## src/rtl/snos_pkg.sv

```systemverilog
// rtl/snos_pkg.sv - shared types and helpers for the NOS DAC multi-channel serializer
// Contents:
//   NOS_BITNUM    output word width selector (NOS16/18/20/24)
//   nos_width()   maps a NOS_BITNUM code to its bit count
//   snos_state_t  frame FSM state encoding
package snos_pkg;

    typedef enum logic [1:0] {
        NOS16 = 2'd0,
        NOS18 = 2'd1,
        NOS20 = 2'd2,
        NOS24 = 2'd3
    } NOS_BITNUM;

    typedef enum logic [1:0] {
        S_IDLE  = 2'd0,
        S_ALIGN = 2'd1,
        S_SHIFT = 2'd2,
        S_LATCH = 2'd3
    } snos_state_t;

    function automatic logic [4:0] nos_width(input NOS_BITNUM b);
        case (b)
            NOS16:   return 5'd16;
            NOS18:   return 5'd18;
            NOS20:   return 5'd20;
            default: return 5'd24;
        endcase
    endfunction

endpackage

```

## src/rtl/nos_dac_mc_serializer_if.sv

```systemverilog
// rtl/nos_dac_mc_serializer_if.sv - sample input handshake bundle for the NOS DAC serializer
// Signals:
//   s_data   CHANNELS*SAMPLE_W  channel c at [c*SAMPLE_W +: SAMPLE_W], MSB-aligned
//   s_valid  1                  sample frame valid
//   s_ready  1                  serializer can accept a sample frame
// Modports: master (sample source), slave (serializer)
interface nos_dac_mc_serializer_if #(
    parameter int CHANNELS = 2,
    parameter int SAMPLE_W = 32
);
    logic [CHANNELS*SAMPLE_W-1:0] s_data;
    logic                         s_valid;
    logic                         s_ready;

    modport master (output s_data, output s_valid, input s_ready);
    modport slave  (input s_data, input s_valid, output s_ready);
endinterface

```

## src/rtl/snos_sync_fifo.sv

```systemverilog
// rtl/snos_sync_fifo.sv - synchronous first-word-fall-through FIFO
// Parameters: WIDTH entry width, DEPTH entry count (power of 2, >=2)
// Ports:
//   clk, reset   clock, synchronous active-high reset (flushes pointers and count)
//   push, wdata  write request and data; ignored when full
//   pop, rdata   read request; rdata always shows the oldest entry; ignored when empty
//   full, empty  derived from the registered occupancy count
module snos_sync_fifo #(
    parameter int WIDTH = 64,
    parameter int DEPTH = 4
) (
    input  logic             clk,
    input  logic             reset,
    input  logic             push,
    input  logic [WIDTH-1:0] wdata,
    input  logic             pop,
    output logic [WIDTH-1:0] rdata,
    output logic             full,
    output logic             empty
);
    localparam int AW = (DEPTH > 1) ? $clog2(DEPTH) : 1;

    logic [WIDTH-1:0] mem [DEPTH];
    logic [AW-1:0]    wr_ptr;
    logic [AW-1:0]    rd_ptr;
    logic [AW:0]      count;
    logic             do_push;
    logic             do_pop;

    assign full    = (count == (AW+1)'(DEPTH));
    assign empty   = (count == '0);
    assign do_push = push && !full;
    assign do_pop  = pop && !empty;
    assign rdata   = mem[rd_ptr];

    always_ff @(posedge clk) begin
        if (reset) begin
            wr_ptr <= '0;
            rd_ptr <= '0;
            count  <= '0;
        end else begin
            if (do_push) wr_ptr <= wr_ptr + 1'b1;
            if (do_pop)  rd_ptr <= rd_ptr + 1'b1;
            case ({do_push, do_pop})
                2'b10:   count <= count + 1'b1;
                2'b01:   count <= count - 1'b1;
                default: count <= count;
            endcase
        end
    end

    always_ff @(posedge clk) begin
        if (do_push) mem[wr_ptr] <= wdata;
    end

endmodule

```

## src/rtl/nos_dac_mc_serializer.sv

```systemverilog
// rtl/nos_dac_mc_serializer.sv - multi-channel NOS DAC frame serializer
// Buffers parallel sample frames and emits one NOS frame (BCK, per-channel serial data, LE) per fs_tick.
// Optional macro SNOS_UNDERRUN_CNT_EN adds a saturating underrun counter output.
// Ports:
//   clk, reset    clock, synchronous active-high reset
//   s_if          slave side of the sample handshake (s_data/s_valid/s_ready)
//   fs_tick       1-clk frame start pulse
//   nos_bitnum    output word width, sampled at frame start
//   bck_cont      1 = BCK free-runs outside SHIFT
//   mute          1 = frame carries zero words (sampled at frame start)
//   bck, sdata    NOS bit clock and serial data (MSB first, changes with BCK low)
//   le            latch enable, one BCK period after the last bit
//   empty         FIFO empty
//   underrun      1-clk pulse: frame started with FIFO empty
//   late          1-clk pulse: fs_tick while a frame is in progress
//   underrun_cnt  (SNOS_UNDERRUN_CNT_EN only) saturating underrun count
module nos_dac_mc_serializer
    import snos_pkg::*;
#(
    parameter int CHANNELS   = 2,
    parameter int SAMPLE_W   = 32,
    parameter int FIFO_DEPTH = 4,
    parameter int BCK_DIV    = 2
) (
    input  logic                    clk,
    input  logic                    reset,
    nos_dac_mc_serializer_if.slave  s_if,
    input  logic                    fs_tick,
    input  NOS_BITNUM               nos_bitnum,
    input  logic                    bck_cont,
    input  logic                    mute,
    output logic                    bck,
    output logic [CHANNELS-1:0]     sdata,
    output logic                    le,
    output logic                    empty,
    output logic                    underrun,
    output logic                    late
`ifdef SNOS_UNDERRUN_CNT_EN
    ,
    output logic [15:0]             underrun_cnt
`endif
);
    localparam int DW    = CHANNELS * SAMPLE_W;
    localparam int DIV_W = (BCK_DIV > 1) ? $clog2(BCK_DIV) : 1;
    localparam int LAT_W = $clog2(2 * BCK_DIV);

    snos_state_t      state;
    snos_state_t      state_next;
    logic             ready_en;
    logic             fifo_full;
    logic             fifo_empty;
    logic             push;
    logic             pop;
    logic [DW-1:0]    fifo_rdata;
    logic [DW-1:0]    hold;
    logic [DW-1:0]    frame_word;
    logic [DW-1:0]    shreg;
    logic [4:0]       n_bits;
    logic [4:0]       bit_cnt;
    logic [DIV_W-1:0] div_cnt;
    logic [LAT_W-1:0] lat_cnt;
    logic             bck_r;
    logic             bck_fall;
    logic             underrun_r;
    logic             late_r;
    logic             frame_start;

    // ready_en keeps s_ready low through reset and the edge that releases it
    assign s_if.s_ready = ready_en && !fifo_full;
    assign push         = s_if.s_valid && s_if.s_ready;
    assign pop          = frame_start && !fifo_empty;
    // an empty FIFO at frame start re-sends whatever the hold register has
    assign frame_word   = fifo_empty ? hold : fifo_rdata;
    // asserted on the cycle whose closing edge drives BCK low
    assign bck_fall     = bck_r && (div_cnt == DIV_W'(BCK_DIV - 1));

    assign bck      = bck_r;
    assign empty    = fifo_empty;
    assign underrun = underrun_r;
    assign late     = late_r;

    snos_sync_fifo #(
        .WIDTH (DW),
        .DEPTH (FIFO_DEPTH)
    ) u_fifo (
        .clk   (clk),
        .reset (reset),
        .push  (push),
        .wdata (s_if.s_data),
        .pop   (pop),
        .rdata (fifo_rdata),
        .full  (fifo_full),
        .empty (fifo_empty)
    );

    always_ff @(posedge clk) begin
        if (reset) state <= S_IDLE;
        else       state <= state_next;
    end

    always_comb begin
        state_next  = state;
        frame_start = 1'b0;
        le          = 1'b0;
        sdata       = '0;
        case (state)
            S_IDLE: begin
                if (fs_tick) begin
                    frame_start = 1'b1;
                    state_next  = S_ALIGN;
                end
            end
            S_ALIGN: begin
                // stopped BCK: divider restarts now; free-running BCK: join at a falling edge
                if (!bck_cont || bck_fall) state_next = S_SHIFT;
            end
            S_SHIFT: begin
                for (int c = 0; c < CHANNELS; c++) sdata[c] = shreg[c*SAMPLE_W + SAMPLE_W - 1];
                if (bck_fall && (bit_cnt == n_bits - 5'd1)) state_next = S_LATCH;
            end
            S_LATCH: begin
                le = 1'b1;
                if (lat_cnt == LAT_W'(2 * BCK_DIV - 1)) state_next = S_IDLE;
            end
            default: state_next = S_IDLE;
        endcase
    end

    always_ff @(posedge clk) begin
        if (reset) begin
            ready_en   <= 1'b0;
            hold       <= '0;
            shreg      <= '0;
            n_bits     <= 5'd16;
            bit_cnt    <= '0;
            div_cnt    <= '0;
            bck_r      <= 1'b0;
            lat_cnt    <= '0;
            underrun_r <= 1'b0;
            late_r     <= 1'b0;
        end else begin
            ready_en   <= 1'b1;
            underrun_r <= frame_start && fifo_empty;
            late_r     <= fs_tick && (state != S_IDLE);

            // the full sample is loaded; only its top n_bits are ever shifted out
            if (frame_start) begin
                hold    <= frame_word;
                shreg   <= mute ? '0 : frame_word;
                n_bits  <= nos_width(nos_bitnum);
                bit_cnt <= '0;
            end else if ((state == S_SHIFT) && bck_fall) begin
                for (int c = 0; c < CHANNELS; c++)
                    shreg[c*SAMPLE_W +: SAMPLE_W] <= {shreg[c*SAMPLE_W +: SAMPLE_W-1], 1'b0};
                bit_cnt <= bit_cnt + 5'd1;
            end

            // BCK divider: held low and cleared whenever BCK is not free-running outside SHIFT
            if (!bck_cont && (state != S_SHIFT)) begin
                bck_r   <= 1'b0;
                div_cnt <= '0;
            end else if (div_cnt == DIV_W'(BCK_DIV - 1)) begin
                bck_r   <= !bck_r;
                div_cnt <= '0;
            end else begin
                div_cnt <= div_cnt + 1'b1;
            end

            lat_cnt <= (state == S_LATCH) ? lat_cnt + 1'b1 : '0;
        end
    end

`ifdef SNOS_UNDERRUN_CNT_EN
    always_ff @(posedge clk) begin
        if (reset)
            underrun_cnt <= '0;
        else if (frame_start && fifo_empty && (underrun_cnt != 16'hFFFF))
            underrun_cnt <= underrun_cnt + 16'd1;
    end
`endif

endmodule
```

## src/flat_wrapper.sv

```systemverilog
// flat-port wrapper written by rule: the top's interface ports become plain ports
module nos_dac_mc_serializer_flat import snos_pkg::*;
#(
    parameter int CHANNELS   = 2,
    parameter int SAMPLE_W   = 32,
    parameter int FIFO_DEPTH = 4,
    parameter int BCK_DIV    = 2
)
  (clk, reset, fs_tick, nos_bitnum, bck_cont, mute, bck, sdata, le, empty, underrun, late, s_if_s_data, s_if_s_valid, s_if_s_ready);
  nos_dac_mc_serializer_if #(.CHANNELS(CHANNELS), .SAMPLE_W(SAMPLE_W)) s_if_i ();
  input  logic clk;
  input  logic reset;
  input  logic fs_tick;
  input  NOS_BITNUM nos_bitnum;
  input  logic bck_cont;
  input  logic mute;
  output logic bck;
  output logic [CHANNELS-1:0] sdata;
  output logic le;
  output logic empty;
  output logic underrun;
  output logic late;
  input wire logic [$bits(s_if_i.s_data)-1:0] s_if_s_data;
  input wire logic [$bits(s_if_i.s_valid)-1:0] s_if_s_valid;
  output wire logic [$bits(s_if_i.s_ready)-1:0] s_if_s_ready;
  assign s_if_i.s_data = s_if_s_data;
  assign s_if_i.s_valid = s_if_s_valid;
  assign s_if_s_ready = s_if_i.s_ready;
  nos_dac_mc_serializer #(.CHANNELS(CHANNELS), .SAMPLE_W(SAMPLE_W), .FIFO_DEPTH(FIFO_DEPTH), .BCK_DIV(BCK_DIV)) u_core (.clk(clk), .reset(reset), .s_if(s_if_i), .fs_tick(fs_tick), .nos_bitnum(nos_bitnum), .bck_cont(bck_cont), .mute(mute), .bck(bck), .sdata(sdata), .le(le), .empty(empty), .underrun(underrun), .late(late));
endmodule
```

## config.mk

```make
export PLATFORM = sky130hd
export DESIGN_NAME = nos_dac_mc_serializer_flat
export DESIGN_NICKNAME = d
export VERILOG_FILES = /design/src/rtl/snos_pkg.sv /design/src/rtl/nos_dac_mc_serializer_if.sv /design/src/rtl/snos_sync_fifo.sv /design/src/rtl/nos_dac_mc_serializer.sv /design/src/flat_wrapper.sv
export SDC_FILE = /design/constraint.sdc
export NUM_CORES = 1
export LEC_CHECK = 0
export ABC_CLOCK_PERIOD_IN_PS = 3500
export CELL_PAD_IN_SITES_DETAIL_PLACEMENT = 1
export CELL_PAD_IN_SITES_GLOBAL_PLACEMENT = 2
export CORE_MARGIN = 2
export CORE_UTILIZATION = 45
export CTS_BUF_LIST = sky130_fd_sc_hd__clkbuf_8
export DETAILED_ROUTE_END_ITERATION = 16
export PLACE_DENSITY_LB_ADDON = 0.1
export SYNTH_ARGS = -nofsm -noshare
export SYNTH_HDL_FRONTEND = slang
export SYNTH_SLANG_ARGS = --single-unit
```

## constraint.sdc

```tcl
create_clock -name clk -period 3.5 [get_ports clk]
set_clock_uncertainty 0.2 [all_clocks]
set_input_delay 0.7 -clock clk [delete_from_list [all_inputs] [get_ports clk]]
set_output_delay 0.7 -clock clk [all_outputs]
set_load 0.03 [all_outputs]
```

; Word level (Yosys, flattened, before mapping)
; Memories as Yosys holds them, arrays and structs flattened. A register that Yosys moved wholly into a read port is not among the register bits.
; Cells that the tools add are included.
[totals]
ff_bits = 154
ram_bits = 256
inputBits = 72
out_inout_bits = 8
word_cells = 86
memories = 1
[op_classes]
n_addsub = 8
eq_ne = 15
muxes = 20
bitwise_logic = 1
n_reduce_logical = 27
[mem_list]
columns = memory, words, width, rd, rd_clocked_by_memory_dff, write_ports, line
row1 = u_core.u_fifo.mem, 4, 64, 1, 1, 1, snos_sync_fifo.sv:23  ; logic [WIDTH-1:0] mem [DEPTH];
[op_table]
columns = op, n
row1 = 64-bit two-way mux, 4
row2 = 2-bit two-way mux, 7
row3 = 4-bit one-hot mux with 3 select lines, 1
row4 = 1-bit logical AND, 11
row5 = "2-bit equality test, second input constant", 5
row6 = 2-bit one-hot mux with 4 select lines, 1
row7 = "2-bit by 1-bit adder with 2-bit output, second input constant", 3
row8 = "2-bit by 1-bit equality test with 1-bit output, second input constant", 3
row9 = 1-bit two-way mux, 6
row10 = "2-bit by 1-bit != test with 1-bit output, second input constant", 3
row11 = 3-bit one-hot mux with 2 select lines, 1
row12 = 2-bit nonzero test, 3
row13 = 2-bit OR reduction, 3
row14 = "5-bit by 1-bit adder with 5-bit output, second input constant", 1
row15 = 5-bit equality test, 1
row16 = "5-bit by 1-bit subtractor with 5-bit output, second input constant", 1
row17 = 1-bit zero test, 4
row18 = 2-bit zero test, 2
row19 = "2-bit != test, second input constant", 2
row20 = 4-bit AND reduction, 1
row21 = "3-bit by 1-bit adder with 3-bit output, second input constant", 1
row22 = "3-bit equality test, second input constant", 1
row23 = 3-bit zero test, 1
row24 = 3-bit OR reduction, 1
row25 = other kinds (4), 4

; Longest topological paths before layout
; Gate-level depths: netlist (run 1).
[logic_depth]
word_depth = 7
ltp_mapped = 12
ltp_nobuf = 10

; Hierarchy
; From an unflattened synthesis (run 1), not the netlist that was laid out.
[unflattened]
cells_unflattened = 1119
hier_area_um2 = 16324.4
[by_module_without_submodules]
columns = mod, n_inst, cells_each, area_each_um2, seq_area_each_um2
row1 = snos_sync_fifo, 1, 388, 9785.6, 7867.5
row2 = nos_dac_mc_serializer, 1, 731, 6538.8, 2902.8

; Least setup slack after synthesis (run 1)
; Ideal clock, no wire load.
[synth_timing]
kind = reg-to-reg
startpoint = register u_core.u_fifo.count[0]
endpoint = memory u_core.u_fifo.mem[0][0], enable pin
setup_time_ns = 0.429
arrival_ns = 2.284
required_ns = 2.871
path_slack_ns = 0.587
path_stages_with_launch = 3
n_path_buf = 0
period_less_slack_ns = 2.913
cell_sequence = dfxtp_1 o31a_2 and3_1
[synth_between]
elab_chain_len = 7
[synth_lines]
columns = item, line
row1 = from (decl), snos_sync_fifo.sv:26  ; logic [AW:0] count;
row2 = from (signal assigned), snos_sync_fifo.sv:45  ; 2'b10: count <= count + 1'b1;
row3 = from (signal assigned), snos_sync_fifo.sv:46  ; 2'b01: count <= count - 1'b1;
row4 = from (signal assigned), snos_sync_fifo.sv:47  ; default: count <= count;
row5 = 3-bit equality test, snos_sync_fifo.sv:30  ; assign full = (count == (AW+1)'(DEPTH));
row6 = 1-bit zero test, nos_dac_mc_serializer.sv:69  ; assign s_if.s_ready = ready_en && !fifo_full;
row7 = 1-bit logical AND, nos_dac_mc_serializer.sv:69
row8 = named net s_if_s_ready, flat_wrapper.sv:25  ; output wire logic [$bits(s_if_i.s_ready)-1:0] s_if_s_ready;
row9 = 1-bit logical AND, nos_dac_mc_serializer.sv:70  ; assign push = s_if.s_valid && s_if.s_ready;
row10 = 1-bit logical AND, snos_sync_fifo.sv:32  ; assign do_push = push && !full;
row11 = 1-bit two-way mux, snos_sync_fifo.sv:53  ; if (do_push) mem[wr_ptr] <= wdata;
row12 = 1-bit two-way mux (implied by the code), snos_sync_fifo.sv:53
row13 = to (decl), snos_sync_fifo.sv:23
; The timed path passes the listed nets, and every way through them passes these cells.

; Worst setup path after layout (run 1)
[layout_timing]
startpoint = register u_core.u_fifo.count[0]
endpoint = output port empty
[layout_between]
elab_chain_len = 1
[layout_lines]
columns = item, line
row1 = 3-bit zero test, snos_sync_fifo.sv:31  ; assign empty = (count == '0);
row2 = to (decl), flat_wrapper.sv:20  ; output logic empty;
; Every way passes these cells.

==> results of run 1 <==
-- metrics by stage --
step / total power, mW / hold WS [ps] / area (µm²)
6_report: 12.8 / 205 / 18900
3_5_place_dp: 8.82 / 237 / 17500
3_3_place_gp: 8.76 / 229 / 17500
4_1_cts: 13.0 / 148 / 18900
2_1_floorplan: 7.91 / 205 / 16200
5_1_grt: 13.5 / 170 / 18900
-- registers in the layout, indices dropped and copies added (netlist names), named ones only --
| name | flops |
|---|---|
| u_core.n_bits | 3 |
| u_core.u_fifo.wr_ptr | 2 |
| u_core.u_fifo.rd_ptr | 2 |
| u_core.u_fifo.mem | 256 |
| u_core.ready_en | 1 |
| u_core.div_cnt | 1 |
| u_core.u_fifo.count | 3 |
| u_core.underrun | 1 |
| u_core.lat_cnt | 2 |
| u_core.bit_cnt | 5 |
| u_core.shreg | 64 |
| u_core.late | 1 |
| u_core.hold | 64 |
| u_core.state | 2 |
| u_core.bck | 1 |
-- power groups by stage --
stage	Sequential [mW]	Combinational, mW	Clock (mW)
6_report	5.89	2.77	4.14
5_1_grt	5.96	3.07	4.50
4_1_cts	5.90	2.83	4.28
3_5_place_dp	5.99	2.83	0
3_3_place_gp	5.98	2.78	0
2_1_floorplan	5.86	2.05	0
-- final cells by class --
cell class	count	area [µm²]
antenna	1	2.50
clock buffer	80	1100
clock inverter	52	262
fill	3538	16600
inverter	10	37.5
multi-input combinational	677	5020
sequential	410	10800
tap	461	577
timing repair buffer	105	1110
-- final timing paths --
kind / to / slack (ps) / depth (start not counted)
worst max-delay path: empty / 200 / 3
worst min-delay path: u_core.shreg[10] / 210 / 2
worst max register to register: u_core.u_fifo.count[2] / 910 / 8
worst min register to register: u_core.lat_cnt[0] / 230 / 1
-- per-layer routing --
| layer | routed length (µm) | global-route usage | vias to the layer above |
|---|---|---|---|
| met5 | 0 | 0 | - |
| met4 | 845 | 0.0690 | 0 |
| met3 | 1400 | 0.0436 | 69 |
| met2 | 18300 | 0.342 | 157 |
| met1 | 16500 | 0.260 | 5093 |
| li1 | - | - | 4564 |
-- layout by cell type (no fill, tap or decap), types with 5 or more instances in the layout --
cell,synthesis,routed
nor2_1,74,74
edfxtp_1,256,256
buf_4,0,16
clkinv_1,0,7
buf_12,0,10
mux4_2,64,64
a21oi_1,68,68
clkbuf_8,0,80
a311oi_2,60,60
xnor2_1,7,7
clkdlybuf4s50_1,0,78
nor3_1,7,7
ha_1,13,13
inv_1,9,40
xor2_1,6,6
clkinv_2,0,5
dfxtp_1,154,152
nand2_1,263,260
o21ai_0,66,66
-- worst reg2reg max path: stages, from the launching register on --
cell	delay [ps]
dfxtp_1	370
or3_1	560
nand2_2	130
inv_2	60
ha_1	210
fa_1	400
xnor2_1	150
or3_1	310
a21oi_1	140
-- logic make-up after synthesis --
kind of cell	Yosys count	synth area share
buffers and inverters	89	0.0255
flip-flops	410	0.666
adder cells (fa/ha/maj)	14	0.0113
XOR/XNOR	13	0.00704
AND/OR/NAND/NOR	374	0.0937
multiplexers	69	0.0924
AO/OA/AOI/OAI	207	0.104
==> summary.md, run 1 <==
| Metric | Value |
|---|---|
| GR Overflow Total | `0` |
| Total CTS buffers | `71` |
| Via count | `9883` |
| Dpl ws | `285 ps` |
| Clk slew on worst S/H paths | `60 ps` |
| Register area share after synthesis | `0.666` |
| R2R Path Start | `u_core.u_fifo.count[0]` |
| Sequential Power Share | `0.460` |
| Via-per-instance ratio | `5.50` |
| Fraction of registers with async set/reset | `0` |
| Net Count, Synth | `1262` |
| Lkg Pwr | `6.06 nW` |
| First-pass GRT wire length | `59.4 mm` |
| Total of max-cap violations | `0` |
| Crit path capture type | `output pin` |
| Fin worst setup slack | `200 ps` |
| Number of global-route vias before repair | `10600` |
| CP cell instances | `or3_1 -> inv_2 -> clkdlybuf4s50_1` |
| Layout cells sized above 1 | `0.196` |
| Slew HR | `0.428` |
| Final Slew Violations | `0` |
| Min-delay worst type | `input port to flip-flop` |
| Slowest stage cell, crit path | `clkdlybuf4s50_1` |
| Synth-to-Final Area Change | `16.8%` |
| Post-DR wirelength/cell | `20.6 µm` |
| Residual DRC | `0` |
| Crit start category | `flip-flop` |
| Site Rows | `69` |
| Layout Nets | `1361` |
| Synth Register Bits | `410` |
| DRT iter0 DRCs | `509` |
| Netlist cell types | `42` |
| Biggest cell delay along the critical path | `690 ps` |
| Post-synth EDFFs | `256` |
| WP data arrival | `2400 ps` |
| Clk Tree Root Cell | `clkbuf_8` |
| Period utilization | `0.943` |
| Pwr Density | `677 nW/µm²` |
| Syn Std Cell Area | `16200 µm²` |
| Beginning of the critical path | `u_core.u_fifo.count[0]` |
| Fin util | `0.532` |
| Number of buffers added on ports | `79` |
| TritonCTS clock tree | `built` |
| Count leader, synth | `nand2_1` |
| Buf/Inv on CP | `2` |
| Worst skew pair latency | `610 ps` |
| Htree depth | `3` |
| Finish-stage setup viols | `0` |
| Main flop type after synthesis | `edfxtp_1` |
| GPL Wtd Cong | `0.783` |
| Yosys warns | `0` |
| DRT Wirelength | `37.0 mm` |
| Core box area | `35500 µm²` |
| # Post-CTS Setup Buffers | `0` |
| Cell-internal power | `8.91 mW` |
| Final ANT Viol Nets | `0` |
| Hold_sp | `reset` |
| Hold_buf cts | `0` |
| Synth Area per Inst | `13.8 µm²` |
| Comb pwr share | `0.217` |
| Non-Filler Instances | `1796` |
| Final setup TNS | `0 ps` |
| Minimum clock period | `3300 ps` |
| Clock tree buffer depth | `3` |
| Number of detailed-route iterations in the first pass | `4` |
| Die X | `194 µm` |
| VDD IR-drop max | `0.485 mV` |
| Cell Count Post-Placement | `1663` |
| HPWL after DPL | `20.6 mm` |
| Clock power frac | `0.323` |
| Status | `complete, no violations` |
| # IOs | `80` |
| Dominant cells by area after synthesis | `edfxtp_1 (48%), dfxtp_1 (19%), mux4_2 (8.9%)` |
| NetSw | `3.89 mW` |
| Top-area cell type share of the netlist area | `0.475` |
| CP Class | `flip-flop to output pin` |
| GRT Total Usage | `0.203` |
| Hold Fails Final Rpt | `0` |
| Initial Util | `0.456` |
| Switching Fraction | `0.304` |
| Worst Path Max Fanout | `5` |
| Worst EP required | `2600 ps` |
| Initial antenna violation count | `1` |
| Chip height | `194 µm` |
| Clock Sinks | `410` |
| Resized cells post-CTS | `0` |
| Fmax | `0.303 GHz` |
| Largest net degree at the start of global routing | `67` |
| Cells after Synth | `1176` |
| RSZ-0062 raised after global routing | `no` |
| Yosys top cell by area | `edfxtp_1` |
| Top Family by Delay on Critical Path | `buffers and inverters` |
| Die area | `37500 µm²` |
| Slew @ Worst Pin | `858 ps` |
| Top cells by count, synth | `nand2_1 (263), edfxtp_1 (256), dfxtp_1 (154)` |
No activity file was read; power rests on OpenSTA's default activity.
==> run 2: changes to the inputs <==
--- a/config.mk
+++ b/config.mk
@@ -5,11 +5,11 @@
 export SDC_FILE = /design/constraint.sdc
 export NUM_CORES = 1
 export LEC_CHECK = 0
-export ABC_CLOCK_PERIOD_IN_PS = 3500
+export ABC_CLOCK_PERIOD_IN_PS = 3800
 export CELL_PAD_IN_SITES_DETAIL_PLACEMENT = 1
 export CELL_PAD_IN_SITES_GLOBAL_PLACEMENT = 2
-export CORE_MARGIN = 2
-export CORE_UTILIZATION = 45
+export CORE_MARGIN = 4
+export CORE_UTILIZATION = 48
 export CTS_BUF_LIST = sky130_fd_sc_hd__clkbuf_8
 export DETAILED_ROUTE_END_ITERATION = 16
 export PLACE_DENSITY_LB_ADDON = 0.1
==> constraint.sdc (replaced) <==
create_clock -name clk -period 3.8 [get_ports clk]
set_clock_uncertainty 0.2 [all_clocks]
set_input_delay 0.76 -clock clk [delete_from_list [all_inputs] [get_ports clk]]
set_output_delay 0.76 -clock clk [all_outputs]
set_load 0.03 [all_outputs]
==> run 2 against run 1 <==
  * Worst hold slack better by 8.2 ps
  * Core utilization is 3.7 points higher
  * Sequential power is 7.6% lower
  * Combinational power is 11% lower
  * Wire length is 2.5% lower
  * Register-to-register slack better by 190 ps
  * Global-route usage is 0.12 points higher
  * Clock-buffer cell count is 1 lower
  * Total power is 10% lower
  * Non-clock buffer count is 3 lower
  * Critical path type unchanged
  * Critical endpoint unchanged
==> summary.md, run 2 (same netlist as run 1, synthesis figures left out) <==
| Metric | Value |
|---|---|
| Die area | `36700 µm² (-2.1%)` |
| Site Rows | `66 (-4.3%)` |
| Minimum clock period | `3420 ps` |
| Period utilization | `0.901` |
| Most frequent cells in the layout | `nand2_1 (260), edfxtp_1 (256), dfxtp_1 (152)` |
| First-pass GRT wire length | `58.6 mm (-1.2%)` |
| Clk slew on worst S/H paths | `60 ps (about the same)` |
| Synth-to-Final Area Change | `15.7%` |
| CP Class | `flip-flop to output pin` |
| Via-per-instance ratio | `5.52 (+0.34%)` |
| CP cell instances | `or3_1 -> inv_2 -> clkdlybuf4s50_1` |
| Slew HR | `0.294 (-0.134)` |
| R2R Path Start | `u_core.state[1]` |
| Switching Fraction | `0.301 (-0.00312)` |
| Buf/Inv on CP | `2 (unchanged)` |
| Biggest cell delay along the critical path | `700 ps (about the same)` |
| Slew @ Worst Pin | `1060 ps (+201 ps)` |
| GRT Total Usage | `0.204 (+0.00121)` |
| Residual DRC | `0 (unchanged)` |
| Sequential Power Share | `0.472 (+0.012)` |
| Hold_buf cts | `0 (unchanged)` |
| Final Slew Violations | `0 (unchanged)` |
| Resized cells post-CTS | `0 (unchanged)` |
| # IOs | `80 (unchanged)` |
| Initial antenna violation count | `0 (-1)` |
| Largest register by flop count | `u_core.u_fifo.mem` |
| Finish-stage setup viols | `0 (unchanged)` |
| Status | `complete, no violations` |
| Beginning of the critical path | `u_core.u_fifo.count[0]` |
| Die X | `192 µm (-1.0%)` |
| Biggest regs | `u_core.u_fifo.mem (256), u_core.hold (64), u_core.shreg (64)` |
| Layout Nets | `1356 (-0.37%)` |
| WP data arrival | `2460 ps (+60 ps)` |
| # Post-CTS Setup Buffers | `0 (unchanged)` |
| Clock power frac | `0.313 (-0.010)` |
| Crit path capture type | `output pin` |
| Total of max-cap violations | `0 (unchanged)` |
| HPWL after DPL | `20.1 mm (-2.3%)` |
| Clock Sinks | `410 (unchanged)` |
| Initial Util | `0.492 (+0.0363)` |
| DRT iter0 DRCs | `433 (-15%)` |
| Largest net degree at the start of global routing | `79 (+18%)` |
| Layout cells sized above 1 | `0.189 (-0.00712)` |
| Final ANT Viol Nets | `0 (unchanged)` |
| Cell-internal power | `8.04 mW (-9.7%)` |
| DRT Wirelength | `36.1 mm (-2.5%)` |
| Hold Fails Final Rpt | `0 (unchanged)` |
| Lkg Pwr | `6.01 nW (-0.87%)` |
| NetSw | `3.46 mW (-11%)` |
| Chip height | `192 µm (-1.0%)` |
| Final setup TNS | `0 ps (unchanged)` |
| Slowest stage cell, crit path | `clkdlybuf4s50_1` |
| Pwr Density | `615 nW/µm² (-9.3%)` |
| Number of global-route vias before repair | `10600 (+0.15%)` |
| Crit start category | `flip-flop` |
| Fmax | `0.292 GHz` |
| Top Family by Delay on Critical Path | `buffers and inverters` |
| Core box area | `32900 µm² (-7.4%)` |
| Total CTS buffers | `69 (-2.8%)` |
| Number of buffers added on ports | `79 (unchanged)` |
| Clk Tree Root Cell | `clkbuf_8` |
| Number of detailed-route iterations in the first pass | `4 (unchanged)` |
| Worst skew pair latency | `590 ps (-20 ps)` |
| Worst EP required | `2840 ps (+240 ps)` |
| TritonCTS clock tree | `built` |
| Min-delay worst type | `input port to flip-flop` |
| Via count | `9773 (-1.1%)` |
| Htree depth | `3 (unchanged)` |
| Non-Filler Instances | `1770 (-1.4%)` |
| VDD IR-drop max | `0.360 mV (-26%)` |
| Clock tree buffer depth | `3 (unchanged)` |
| Number of flip-flops in the largest register | `256 (unchanged)` |
| Comb pwr share | `0.215 (-0.002)` |
| GPL Wtd Cong | `0.745 (-4.9%)` |
| Hold_sp | `reset` |
| Worst Path Max Fanout | `6 (+1)` |
| RSZ-0062 raised after global routing | `no` |
| Post-DR wirelength/cell | `20.4 µm (-1.1%)` |
| Cell Count Post-Placement | `1641 (-1.3%)` |
| Commonest non-fill, non-tap cell in the layout | `nand2_1` |
| GR Overflow Total | `0 (unchanged)` |
## run 2: cell count changes in the layout (fill, tap and decap cells not counted), sizes merged
cell    delta
clkbuf     -1
buf        -3
diode      +1
clkinv     -2
bufinv     -1
inv        -1
## run 2: worst register-to-register path: cells and delay by family, from the launching register on
| family | cells | cell delay (ps) |
|---|---|---|
| buffers and inverters | 4 | 1070 |
| and+or+nand+nor | 3 | 620 |
| DFF | 1 | 350 |
| adders and majority gates | 1 | 250 |
| AOI/OAI and AO/OA | 1 | 140 |
## run 2: power groups by stage
stage | registers (mW) | logic (mW) | clock network [mW]
floorplan | 5.40 | 1.89 | 0
global placement | 5.51 | 2.46 | 0
finish | 5.44 | 2.47 | 3.60
detailed placement | 5.53 | 2.51 | 0
CTS | 5.44 | 2.52 | 3.73
global route | 5.49 | 2.74 | 3.96
## run 2: final timing paths
path | end | slack [ps] | cells after the start
max | empty | 380 | 3
min reg2reg | u_core.lat_cnt[0] | 230 | 1
min | u_core.late | 210 | 2
max reg2reg | u_core.hold[41] | 1100 | 9
## run 2: final cells by class
class                           instances  area [µm²]
Clock buffer                           79        1090
Fill cell                            3265       14100
Timing Repair Buffer                  102        1050
Antenna cell                            2        5.00
Tap cell                              442         553
Multi-Input combinational cell        677        5010
Inverter                               10        37.5
Clock inverter                         48         199
Sequential cell                       410       10800
## run 2: per-layer routing
layer,track usage,vias up,share of wire
li1,-,4548,-
met1,0.271,5007,0.45
met2,0.347,155,0.50
met3,0.0351,63,0.033
met4,0.0588,0,0.020
met5,0,-,0
## run 2: metrics by stage
| stage | hold slack [ps] | util | total power [mW] | setup slack [ps] | area [µm²] |
|---|---|---|---|---|---|
| global route | 180 | 0.569 | 12.2 | 297 | 18700 |
| finish | 213 | 0.570 | 11.5 | 378 | 18700 |
| detailed placement | 223 | 0.530 | 8.04 | 483 | 17400 |
| global placement | 223 | 0.530 | 7.97 | 587 | 17400 |
| CTS | 169 | 0.569 | 11.7 | 318 | 18700 |
| floorplan | 205 | - | 7.28 | 866 | 16200 |
